**config.mk**
```make
export PLATFORM = sky130hd
export DESIGN_NAME = sdram_fb_arbiter
export DESIGN_NICKNAME = d
export VERILOG_FILES = /design/src/rtl/fb_arb_pkg.sv /design/src/rtl/fb_arb_wait_ctr.sv /design/src/rtl/sdram_fb_arbiter.sv
export SDC_FILE = /design/constraint.sdc
export NUM_CORES = 1
export LEC_CHECK = 0
export ABC_AREA = 1
export CAP_MARGIN = 10
export CORE_MARGIN = 5
export CORE_UTILIZATION = 45
export CTS_CLUSTER_DIAMETER = 200
export DETAILED_ROUTE_END_ITERATION = 8
export DONT_BUFFER_PORTS = 1
export SETUP_SLACK_MARGIN = 0.02
export SYNTH_ARGS = -nofsm -noshare
export SYNTH_HDL_FRONTEND = slang
export SYNTH_SLANG_ARGS = --single-unit
```
**constraint.sdc**
```tcl
create_clock -name iCLK -period 2 [get_ports iCLK]
set_input_delay 0.3 -clock iCLK [delete_from_list [all_inputs] [get_ports iCLK]]
set_output_delay 0.3 -clock iCLK [all_outputs]
set_load 0.005 [all_outputs]
```
**src/rtl/fb_arb_pkg.sv**
```systemverilog
// Shared types and constants for the frame-buffer SDRAM command arbiter.
package fb_arb_pkg;

  localparam int NUM_REQ = 3;

  typedef enum logic [1:0] {
    IDLE  = 2'd0,
    ISSUE = 2'd1,
    BUSY  = 2'd2
  } state_e;

  localparam logic [1:0] REQ_VID  = 2'd0;
  localparam logic [1:0] REQ_CAM  = 2'd1;
  localparam logic [1:0] REQ_HOST = 2'd2;
  localparam logic [1:0] ID_NONE  = 2'd3;

  // First requesting index strictly after ptr, wrapping modulo NUM_REQ.
  function automatic logic [1:0] rr_pick(input logic [NUM_REQ-1:0] req,
                                         input logic [1:0]         ptr);
    logic [1:0] first, second, third;
    case (ptr)
      REQ_VID: begin first = REQ_CAM;  second = REQ_HOST; third = REQ_VID;  end
      REQ_CAM: begin first = REQ_HOST; second = REQ_VID;  third = REQ_CAM;  end
      default: begin first = REQ_VID;  second = REQ_CAM;  third = REQ_HOST; end
    endcase
    if (req[first])       rr_pick = first;
    else if (req[second]) rr_pick = second;
    else if (req[third])  rr_pick = third;
    else                  rr_pick = ID_NONE;
  endfunction

endpackage

```
**src/rtl/fb_arb_wait_ctr.sv**
```systemverilog
// Per-requester saturating wait counter; flags saturation and pulses once on reaching it.
module fb_arb_wait_ctr #(
  parameter int MAX_WAIT = 64
) (
  input  logic clk,
  input  logic rst_n,
  input  logic req_i,
  input  logic gnt_i,
  output logic at_max_o,
  output logic starve_o
);

  localparam int                CNT_W = $clog2(MAX_WAIT + 1);
  localparam logic [CNT_W-1:0]  MAX_C = CNT_W'(MAX_WAIT);

  logic [CNT_W-1:0] cnt_q, cnt_d;
  logic             starve_q, starve_d;

  // NOTE: every variable gets its default before any branch, so no path leaves it unassigned (no latch).
  always_comb begin
    cnt_d    = cnt_q;
    starve_d = 1'b0;
    if (!req_i || gnt_i) begin
      cnt_d = '0;
    end else if (cnt_q != MAX_C) begin
      cnt_d    = cnt_q + 1'b1;
      starve_d = (cnt_q == MAX_C - 1'b1);
    end
  end

  // NOTE: sequential state uses non-blocking assignments so all flops update from pre-edge values.
  always_ff @(posedge clk or negedge rst_n) begin
    if (!rst_n) begin
      cnt_q    <= '0;
      starve_q <= 1'b0;
    end else begin
      cnt_q    <= cnt_d;
      starve_q <= starve_d;
    end
  end

  assign at_max_o = (cnt_q == MAX_C);
  assign starve_o = starve_q;

endmodule

```
**src/rtl/sdram_fb_arbiter.sv**
```systemverilog
// Three-way arbiter for the frame-buffer SDRAM command port: urgent scanout first,
// then starved requesters, then round-robin; a watchdog aborts a burst that never completes.
module sdram_fb_arbiter
  import fb_arb_pkg::*;
#(
  parameter int ADDR_W   = 22,
  parameter int BURST_W  = 5,
  parameter int MAX_WAIT = 64,
  parameter int TIMEOUT  = 1024
) (
  input  logic                       iCLK,
  input  logic                       iRESETn,
  input  logic [NUM_REQ-1:0]         iREQ,
  input  logic [NUM_REQ-1:0]         iWR,
  input  logic [NUM_REQ*ADDR_W-1:0]  iADDR,
  input  logic [NUM_REQ*BURST_W-1:0] iBURST,
  input  logic                       iVID_URGENT,
  output logic [NUM_REQ-1:0]         oGNT,
  output logic [1:0]                 oACTIVE_ID,
  output logic                       oMEM_VALID,
  input  logic                       iMEM_READY,
  output logic [ADDR_W-1:0]          oMEM_ADDR,
  output logic                       oMEM_WR,
  output logic [BURST_W-1:0]         oMEM_BURST,
  input  logic                       iMEM_DONE,
  output logic [NUM_REQ-1:0]         oSTARVE,
  output logic                       oERR
);

  localparam int             WD_W    = $clog2(TIMEOUT + 1);
  localparam logic [WD_W-1:0] WD_LAST = WD_W'(TIMEOUT - 1);

  state_e             state_q, state_d;
  logic [1:0]         id_q, id_d;
  logic [1:0]         rr_q, rr_d;
  logic [ADDR_W-1:0]  addr_q, addr_d;
  logic               wr_q, wr_d;
  logic [BURST_W-1:0] burst_q, burst_d;
  logic [WD_W-1:0]    wd_q, wd_d;
  logic               err_q, err_d;

  logic [NUM_REQ-1:0] gnt, at_max, starved;
  logic [1:0]         win;
  logic [ADDR_W-1:0]  win_addr;
  logic [BURST_W-1:0] win_burst;

  always_comb begin
    gnt = '0;
    if (id_q != ID_NONE) gnt[id_q] = 1'b1;
  end

  for (genvar n = 0; n < NUM_REQ; n++) begin : g_wait
    fb_arb_wait_ctr #(
      .MAX_WAIT (MAX_WAIT)
    ) u_wait (
      .clk      (iCLK),
      .rst_n    (iRESETn),
      .req_i    (iREQ[n]),
      .gnt_i    (gnt[n]),
      .at_max_o (at_max[n]),
      .starve_o (oSTARVE[n])
    );
  end

  // A saturated counter only counts while its request is still present now.
  always_comb begin
    starved = iREQ & at_max;
    win     = rr_pick(iREQ, rr_q);
    if (iREQ[REQ_VID] && iVID_URGENT) win = REQ_VID;
    else if (starved[REQ_VID])        win = REQ_VID;
    else if (starved[REQ_CAM])        win = REQ_CAM;
    else if (starved[REQ_HOST])       win = REQ_HOST;
  end

  assign win_addr  = iADDR[int'(win)*ADDR_W +: ADDR_W];
  assign win_burst = iBURST[int'(win)*BURST_W +: BURST_W];

  always_comb begin
    state_d = state_q;
    id_d    = id_q;
    rr_d    = rr_q;
    addr_d  = addr_q;
    wr_d    = wr_q;
    burst_d = burst_q;
    wd_d    = wd_q;
    err_d   = 1'b0;
    case (state_q)
      IDLE: begin
        if (|iREQ) begin
          state_d = ISSUE;
          id_d    = win;
          addr_d  = win_addr;
          wr_d    = iWR[win];
          burst_d = (win_burst == '0) ? BURST_W'(1) : win_burst;
        end
      end
      ISSUE: begin
        if (iMEM_READY) begin
          state_d = BUSY;
          wd_d    = '0;
        end
      end
      BUSY: begin
        if (iMEM_DONE || wd_q == WD_LAST) begin
          state_d = IDLE;
          id_d    = ID_NONE;
          rr_d    = id_q;
          err_d   = !iMEM_DONE;
        end else begin
          wd_d = wd_q + 1'b1;
        end
      end
      default: state_d = IDLE;
    endcase
  end

  always_ff @(posedge iCLK or negedge iRESETn) begin
    if (!iRESETn) begin
      state_q <= IDLE;
      id_q    <= ID_NONE;
      rr_q    <= REQ_HOST;
      addr_q  <= '0;
      wr_q    <= 1'b0;
      burst_q <= '0;
      wd_q    <= '0;
      err_q   <= 1'b0;
    end else begin
      state_q <= state_d;
      id_q    <= id_d;
      rr_q    <= rr_d;
      addr_q  <= addr_d;
      wr_q    <= wr_d;
      burst_q <= burst_d;
      wd_q    <= wd_d;
      err_q   <= err_d;
    end
  end

  assign oGNT       = gnt;
  assign oACTIVE_ID = id_q;
  assign oMEM_VALID = (state_q == ISSUE);
  assign oMEM_ADDR  = addr_q;
  assign oMEM_WR    = wr_q;
  assign oMEM_BURST = burst_q;
  assign oERR       = err_q;

endmodule

```
==> metrics.csv, run 1 <==
metric;value;unit
outcome;completed;
grt_antenna_before_repair;0;
tightest_slew;0.462;ns
globalplace.congestion;0.809;
drtIter0Drc;150;
die_w;104;um
synth_warnings;0;
worstSetupPathType;flop to flop;
gr-total-overflow;0;
track_usage;18.1;%
fin_nets;639;
vias;3470;
cts_made_buffers;9;
rows;34;
clk_pin_slew;0.08;ns
placed_area;0.00409;mm2
die_y;104;um
power.net_switching;0.00266;W
grt_pass1_vias;3302;
p_clk_share;19.4;%
antenna-diode-count;0;
finalHoldViolations;0;
finalClockSkew;0.0120;ns
cts_max_level;3;
io_buffers;0;
wl;10.3;mm
post-route-cell-area;0.00475;mm2
cp-start-kind;flop;
drv_slew;0;
cp-startpoint;g_wait[2].u_wait.cnt_q[1];
p_per_area;1360;mW/mm2
wl_met3;750;um
slowest_delay;0.39;ns
grt_pass1_wl;16.1;mm
cts_tree;built;
io_pins;130;
seqPwrFrac;34.9;%
swShare;41.2;%
combPwrFrac;45.7;%
rsz0062_at_grt;true;
cp.arrival;2.24;ns
fin_hold_ws;0.0358;ns
multi_input_area;0.00205;mm2
via_per_inst;5.31;
hpwlAfterDp;7.21;mm
worstSetupEndpointType;flop;
core;0.00864;mm2
fin_crit_sh;99.1;%
synth_cell_types;36;
syn_area;0.00394;mm2
leakage;2.17;nW
n_fill_cell;811;
required;2.26;ns
finalSetupViolCount;0;
drive_above_1_share;20.7;%
routedWlPerCell;15.8;um
ir_drop;0.692;mV
syn-instance-count;516;
worstHoldStart;iMEM_READY;
slowest_stage;dfrtp_1;
ys_ff_latch;70;
worstPathMaxFanout;7;
wl_met1;4.36;mm
cts_max_path_buffers;2;
relSlewSlack;69.1;%
clock_latency;0.35;ns
firstDrtPassIters;4;
hold_path.class;input pin to flop;
fmax;504;MHz
post-route-min-period;1.98;ns
cts.sinks;70;
met2_length;5.05;mm
highest_layer;met4;
path_cells;inv_2 > ha_4 > nand2_4 > nor3_4 > nand3_2 > nand2_2 > nand2_4 > buf_12 > nor2_8 > clkbuf_16 > nand2_2 > a31oi_1;
clockRootBuffer;clkbuf_8;
ys_seq_area_share;44.5;%
grt_max_degree;71;
ff_latch_area;0.00176;mm2
die_area;0.0107;mm2
drc;0;
reg2reg_from;g_wait[2].u_wait.cnt_q[1];
synth_nets;615;
initial_utilization;45.7;%
syn_area_per_cell;7.64;um2
p_int;0.00379;W
area_delta_synth_final;20.5;%
detail-route-antenna-nets;0;
drv_cap;0;
## cell type report
| type | count | share of cell area [%] |
|---|---|---|
| multi-input combinational | 365 | 43.2 |
| sequential | 70 | 36.9 |
| timing repair buffer | 33 | 7.58 |
| inverter | 61 | 4.98 |
| tap | 108 | 2.84 |
| clock buffer | 10 | 2.69 |
| clock inverter | 6 | 1.82 |
## cells in the mapped netlist
cell | count | area share, %
a22oi_1 | 2 | 0.38
nor3_1 | 13 | 1.6
inv_2 | 3 | 0.29
o21ai_0 | 16 | 2.0
buf_4 | 8 | 1.5
a31oi_1 | 16 | 2.5
nand2_1 | 99 | 9.4
a21oi_2 | 1 | 0.22
o21a_1 | 1 | 0.19
o211ai_1 | 20 | 3.8
nand3_4 | 1 | 0.44
clkbuf_1 | 5 | 0.48
nor4_1 | 1 | 0.16
inv_1 | 58 | 5.5
nand2_4 | 2 | 0.57
buf_6 | 2 | 0.57
nand3_2 | 1 | 0.25
nor3_2 | 1 | 0.25
dfstp_2 | 3 | 2.0
a21oi_1 | 14 | 1.8
nor2_1 | 94 | 8.9
o21ai_1 | 9 | 1.1
clkbuf_2 | 1 | 0.13
nand2_2 | 2 | 0.32
dfrtp_1 | 67 | 43
nor3b_1 | 1 | 0.19
buf_2 | 6 | 0.76
nor2_2 | 1 | 0.16
ha_1 | 7 | 2.2
nand3b_1 | 3 | 0.57
xor2_1 | 6 | 1.3
nand4_1 | 2 | 0.32
a21oi_4 | 1 | 0.41
nor2_8 | 1 | 0.51
o31ai_1 | 5 | 0.95
nand3_1 | 43 | 5.5
## power by group through the flow
stage	combinational (W)	clock (W)	sequential (W)
2_1_floorplan	0.00185	0	0.00215
3_3_place_gp	0.00227	0	0.00227
3_5_place_dp	0.00233	0	0.00228
4_1_cts	0.00250	0.00128	0.00226
5_1_grt	0.00327	0.00135	0.00231
6_report	0.00294	0.00125	0.00225
## critical path, delay by kind of cell (launching register included)
| family | cells | cell delay [ns] |
|---|---|---|
| buffers and inverters | 3 | 0.44 |
| and+or+nand+nor | 7 | 0.82 |
| AOI/OAI and AO/OA | 1 | 0.11 |
| adders and majority gates | 1 | 0.14 |
| DFF | 1 | 0.39 |
## flip-flops by register name (all words and copies together) (netlist names)
name and cells:
oACTIVE_ID 2, oMEM_BURST 5, state_q 2, g_wait.u_wait.cnt_q 21, oERR 1, rr_q 2, wd_q 11, oMEM_WR 1
g_wait.u_wait.starve_o 3, oMEM_ADDR 22
## worst paths after layout
kind / end / slack [ns] / cells past startpoint
max reg2reg: oMEM_ADDR[12] / 0.02 / 12
max: oMEM_ADDR[12] / 0.02 / 12
max in group asynchronous: rr_q[1] / 1.18 / 2
min reg2reg: g_wait[0].u_wait.cnt_q[5] / 0.49 / 1
min in group asynchronous: wd_q[8] / 0.49 / 2
min: state_q[0] / 0.04 / 1
## timing repair
item                                    in CTS  in global routing
endpoints found under the setup margin      24                 27
hold buffers                                 3                  0
gates resized for setup                      4                 62
pin swaps                                    2                 44
endpoints found under the hold margin       71                  0
cloned                                       2                  3
buffers inserted                             2                 10
## placed cells by master, fill, tap and decap left out, types with 2 or more instances in the layout
| cell | n |
|---|---|
| a31oi_1 | 16 |
| buf_6 | 2 |
| nand4_1 | 2 |
| nand3b_1 | 3 |
| o211ai_1 | 20 |
| o31ai_1 | 4 |
| nor3_4 | 2 |
| buf_12 | 3 |
| inv_1 | 50 |
| a21oi_1 | 14 |
| a22oi_1 | 2 |
| nand3_4 | 2 |
| bufinv_16 | 2 |
| dlygate4sd3_1 | 2 |
| nor2_1 | 92 |
| nand3_1 | 30 |
| buf_4 | 22 |
| o21ai_0 | 15 |
| ha_1 | 5 |
| dfstp_2 | 3 |
| clkbuf_8 | 9 |
| dfrtp_1 | 67 |
| nand2_2 | 16 |
| clkbuf_16 | 2 |
| nor2_2 | 3 |
| inv_2 | 10 |
| xor2_1 | 6 |
| o21ai_1 | 10 |
| nor3_1 | 10 |
| nand3_2 | 14 |
| nand2_4 | 6 |
| nor3_2 | 2 |
| clkinv_2 | 2 |
| nand2_1 | 80 |
## cells by family after synthesis
| group | count (synthesis) | share of synthesized area, % |
|---|---|---|
| simple gates | 265 | 29.2 |
| buf+inv | 83 | 9.26 |
| compound gates | 85 | 13.5 |
| xor+xnor | 6 | 1.33 |
| flops | 70 | 44.5 |
| fa+ha+maj | 7 | 2.22 |
## metal layers
metal  track usage [%]  vias up
met5                 0        -
met4              6.28        0
met3              5.91       14
met2              28.2      103
met1              23.4     1619
li1                  -     1734
## through the flow
stage                     util [%]  instances  total power [W]  setup TNS [ns]  worst slack [ns]
after global routing          55.0        653          0.00692           -1.43           -0.0936
after floorplan                  -        516          0.00401               0             0.202
after global placement        47.3        617          0.00455               0            0.0139
after CTS                     51.1        640          0.00603               0           0.00532
after detailed placement      47.3        617          0.00461          -0.569           -0.0689
final                         55.0        653          0.00645               0            0.0176
Power figures use the tool's default switching activity.
==> run 2, diff against run 1 <==
RECOVER_POWER = 50   (was default)
==> run 2 against run 1 <==
  * Critical path depth is the same
  * Non-clock buffer count is the same
  * Highest routed layer unchanged
  * Clock skew shrank 0.0012 ns
  * Critical path type unchanged
  * Largest cell class unchanged
  * Critical endpoint unchanged
==> metrics.csv, run 2 (synthesized netlist as in run 1, its figures left out) <==
metric;value;unit
outcome;completed;
globalplace.congestion;0.809;
die_w;104;um
gr-total-overflow;0;
reg2reg_depth;12;
cp.arrival;2.25;ns
die_area;0.0107;mm2
r2r-end;oMEM_ADDR[12];
antenna-diode-count;0;
drv_cap;0;
hpwlAfterDp;7.21;mm
firstDrtPassIters;4;
worstSetupEndpointType;flop;
via_per_inst;5.31;
clockRootBuffer;clkbuf_8;
p_per_area;1360;mW/mm2
leakage;2.16;nW
fmax;503;MHz
cts_made_buffers;9;
cts.sinks;70;
io_pins;130;
drv_slew;0;
fin_crit_sh;99.4;%
utilization;54.8;%
rows;34;
cts_tree;built;
required;2.26;ns
met2_length;5.06;mm
drc;0;
cp-start-kind;flop;
post-route-cell-area;0.00473;mm2
vias;3465;
n_fill_cell;813;
cts_max_path_buffers;2;
initial_utilization;45.7;%
finalClockSkew;0.0109;ns
reg2reg_from;g_wait[2].u_wait.cnt_q[1];
grt_pass1_vias;3302;
ir_drop;0.691;mV
die_y;104;um
clk_pin_slew;0.08;ns
final.setup.tns;0;ns
mostFrequentLayoutCell;nor2_1;
power;0.00645;W
finalSetupViolCount;0;
track_usage;18.1;%
wl;10.4;mm
worstPathMaxFanout;7;
worstSetupPathType;flop to flop;
drtIter0Drc;138;
routedWlPerCell;15.9;um
detail-route-antenna-nets;0;
cts_max_level;3;
worstHoldStart;iMEM_READY;
drive_above_1_share;20.7;%
io_buffers;0;
wl_met3;738;um
grt_pass1_wl;16.1;mm
wl_met1;4.44;mm
finalHoldViolations;0;
post-route-min-period;1.99;ns
clock_latency;0.34;ns
placed_area;0.00409;mm2
fin_nets;639;
relSlewSlack;35.4;%
reg2reg_slack;0.01;ns
final_cell_mix;nor2_1, nand2_1, dfrtp_1;
hold_path.class;input pin to flop;
rsz0062_at_grt;true;
min_path_cells;1;
fin_hold_ws;0.0365;ns
area_delta_synth_final;20.0;%
grt_max_degree;71;
tightest_slew;0.969;ns
highest_layer;met4;
largest_reg_flops;22;
holdPathEnd;state_q[0];
grt_antenna_before_repair;0;
core;0.00864;mm2
## run 2: layer usage
metal / vias up / track usage (%)
met4: 0 / 6.28
met3: 13 / 5.91
met2: 101 / 28.2
met5: - / 0
met1: 1617 / 23.4
li1: 1734 / -
## run 2: power by group
group          switching (W)  internal, W
clock               0.000551     0.000701
combinational        0.00173      0.00122
sequential          0.000380      0.00187
## run 2: cell type report
type	instances	area (um2)	share of cell area [%]
multi-input cells	365	2050	43.3
flip-flops and latches	70	1760	37.1
repair buffers	33	340	7.19
inverters	61	236	5.00
well taps	108	135	2.86
clock buffers	10	128	2.70
clock inverters	6	86.3	1.82
## run 2: worst max path at each step
stage,depth (start not counted),slack [ns],start,end
global placement,11,0.01,g_wait[2].u_wait.cnt_q[0],oMEM_ADDR[20]
global route,12,-0.09,g_wait[2].u_wait.cnt_q[1],oMEM_ADDR[12]
detailed placement,15,-0.07,g_wait[1].u_wait.cnt_q[0],oMEM_ADDR[4]
CTS,16,0.005,g_wait[1].u_wait.cnt_q[0],oMEM_BURST[0]
finish,12,0.01,g_wait[2].u_wait.cnt_q[1],oMEM_ADDR[12]
floorplan,12,0.20,g_wait[2].u_wait.cnt_q[0],oMEM_ADDR[17]
## run 2: through the flow
| stage | setup slack (ns) | std cells |
|---|---|---|
| final | 0.0112 | 653 |
| after global routing | -0.0936 | 653 |
| after CTS | 0.00532 | 640 |
| after detailed placement | -0.0689 | 617 |
| after global placement | 0.0139 | 617 |
| after floorplan | 0.202 | 516 |
## run 2: worst max-delay path, stage by stage, from the launching register on
cell and delay [ns]:
dfrtp_1 0.40, inv_2 0.09, ha_4 0.14, nand2_4 0.04, nor3_4 0.19, nand3_2 0.15
nand2_2 0.10, nand2_4 0.08, buf_12 0.15, nor2_8 0.22, clkbuf_16 0.20, nand2_2 0.05
a31oi_1 0.11
## run 2: what timing repair did
| item | 4_1_cts | 5_1_grt |
|---|---|---|
| setup endpoints to repair | 24 | 27 |
| setup buffers | 2 | 10 |
| gates resized for setup | 4 | 62 |
| gates cloned | 2 | 3 |
| endpoints found under the hold margin | 71 | 0 |
| pin swaps | 2 | 44 |
| hold buffers | 3 | 0 |
==> run 3, diff against run 2 <==
CTS_CLUSTER_DIAMETER = default   (was 200)
SLEW_MARGIN = 20   (was default)
==> results of run 3 <==
Final layout, timing and power as in run 2 (identical DEF).
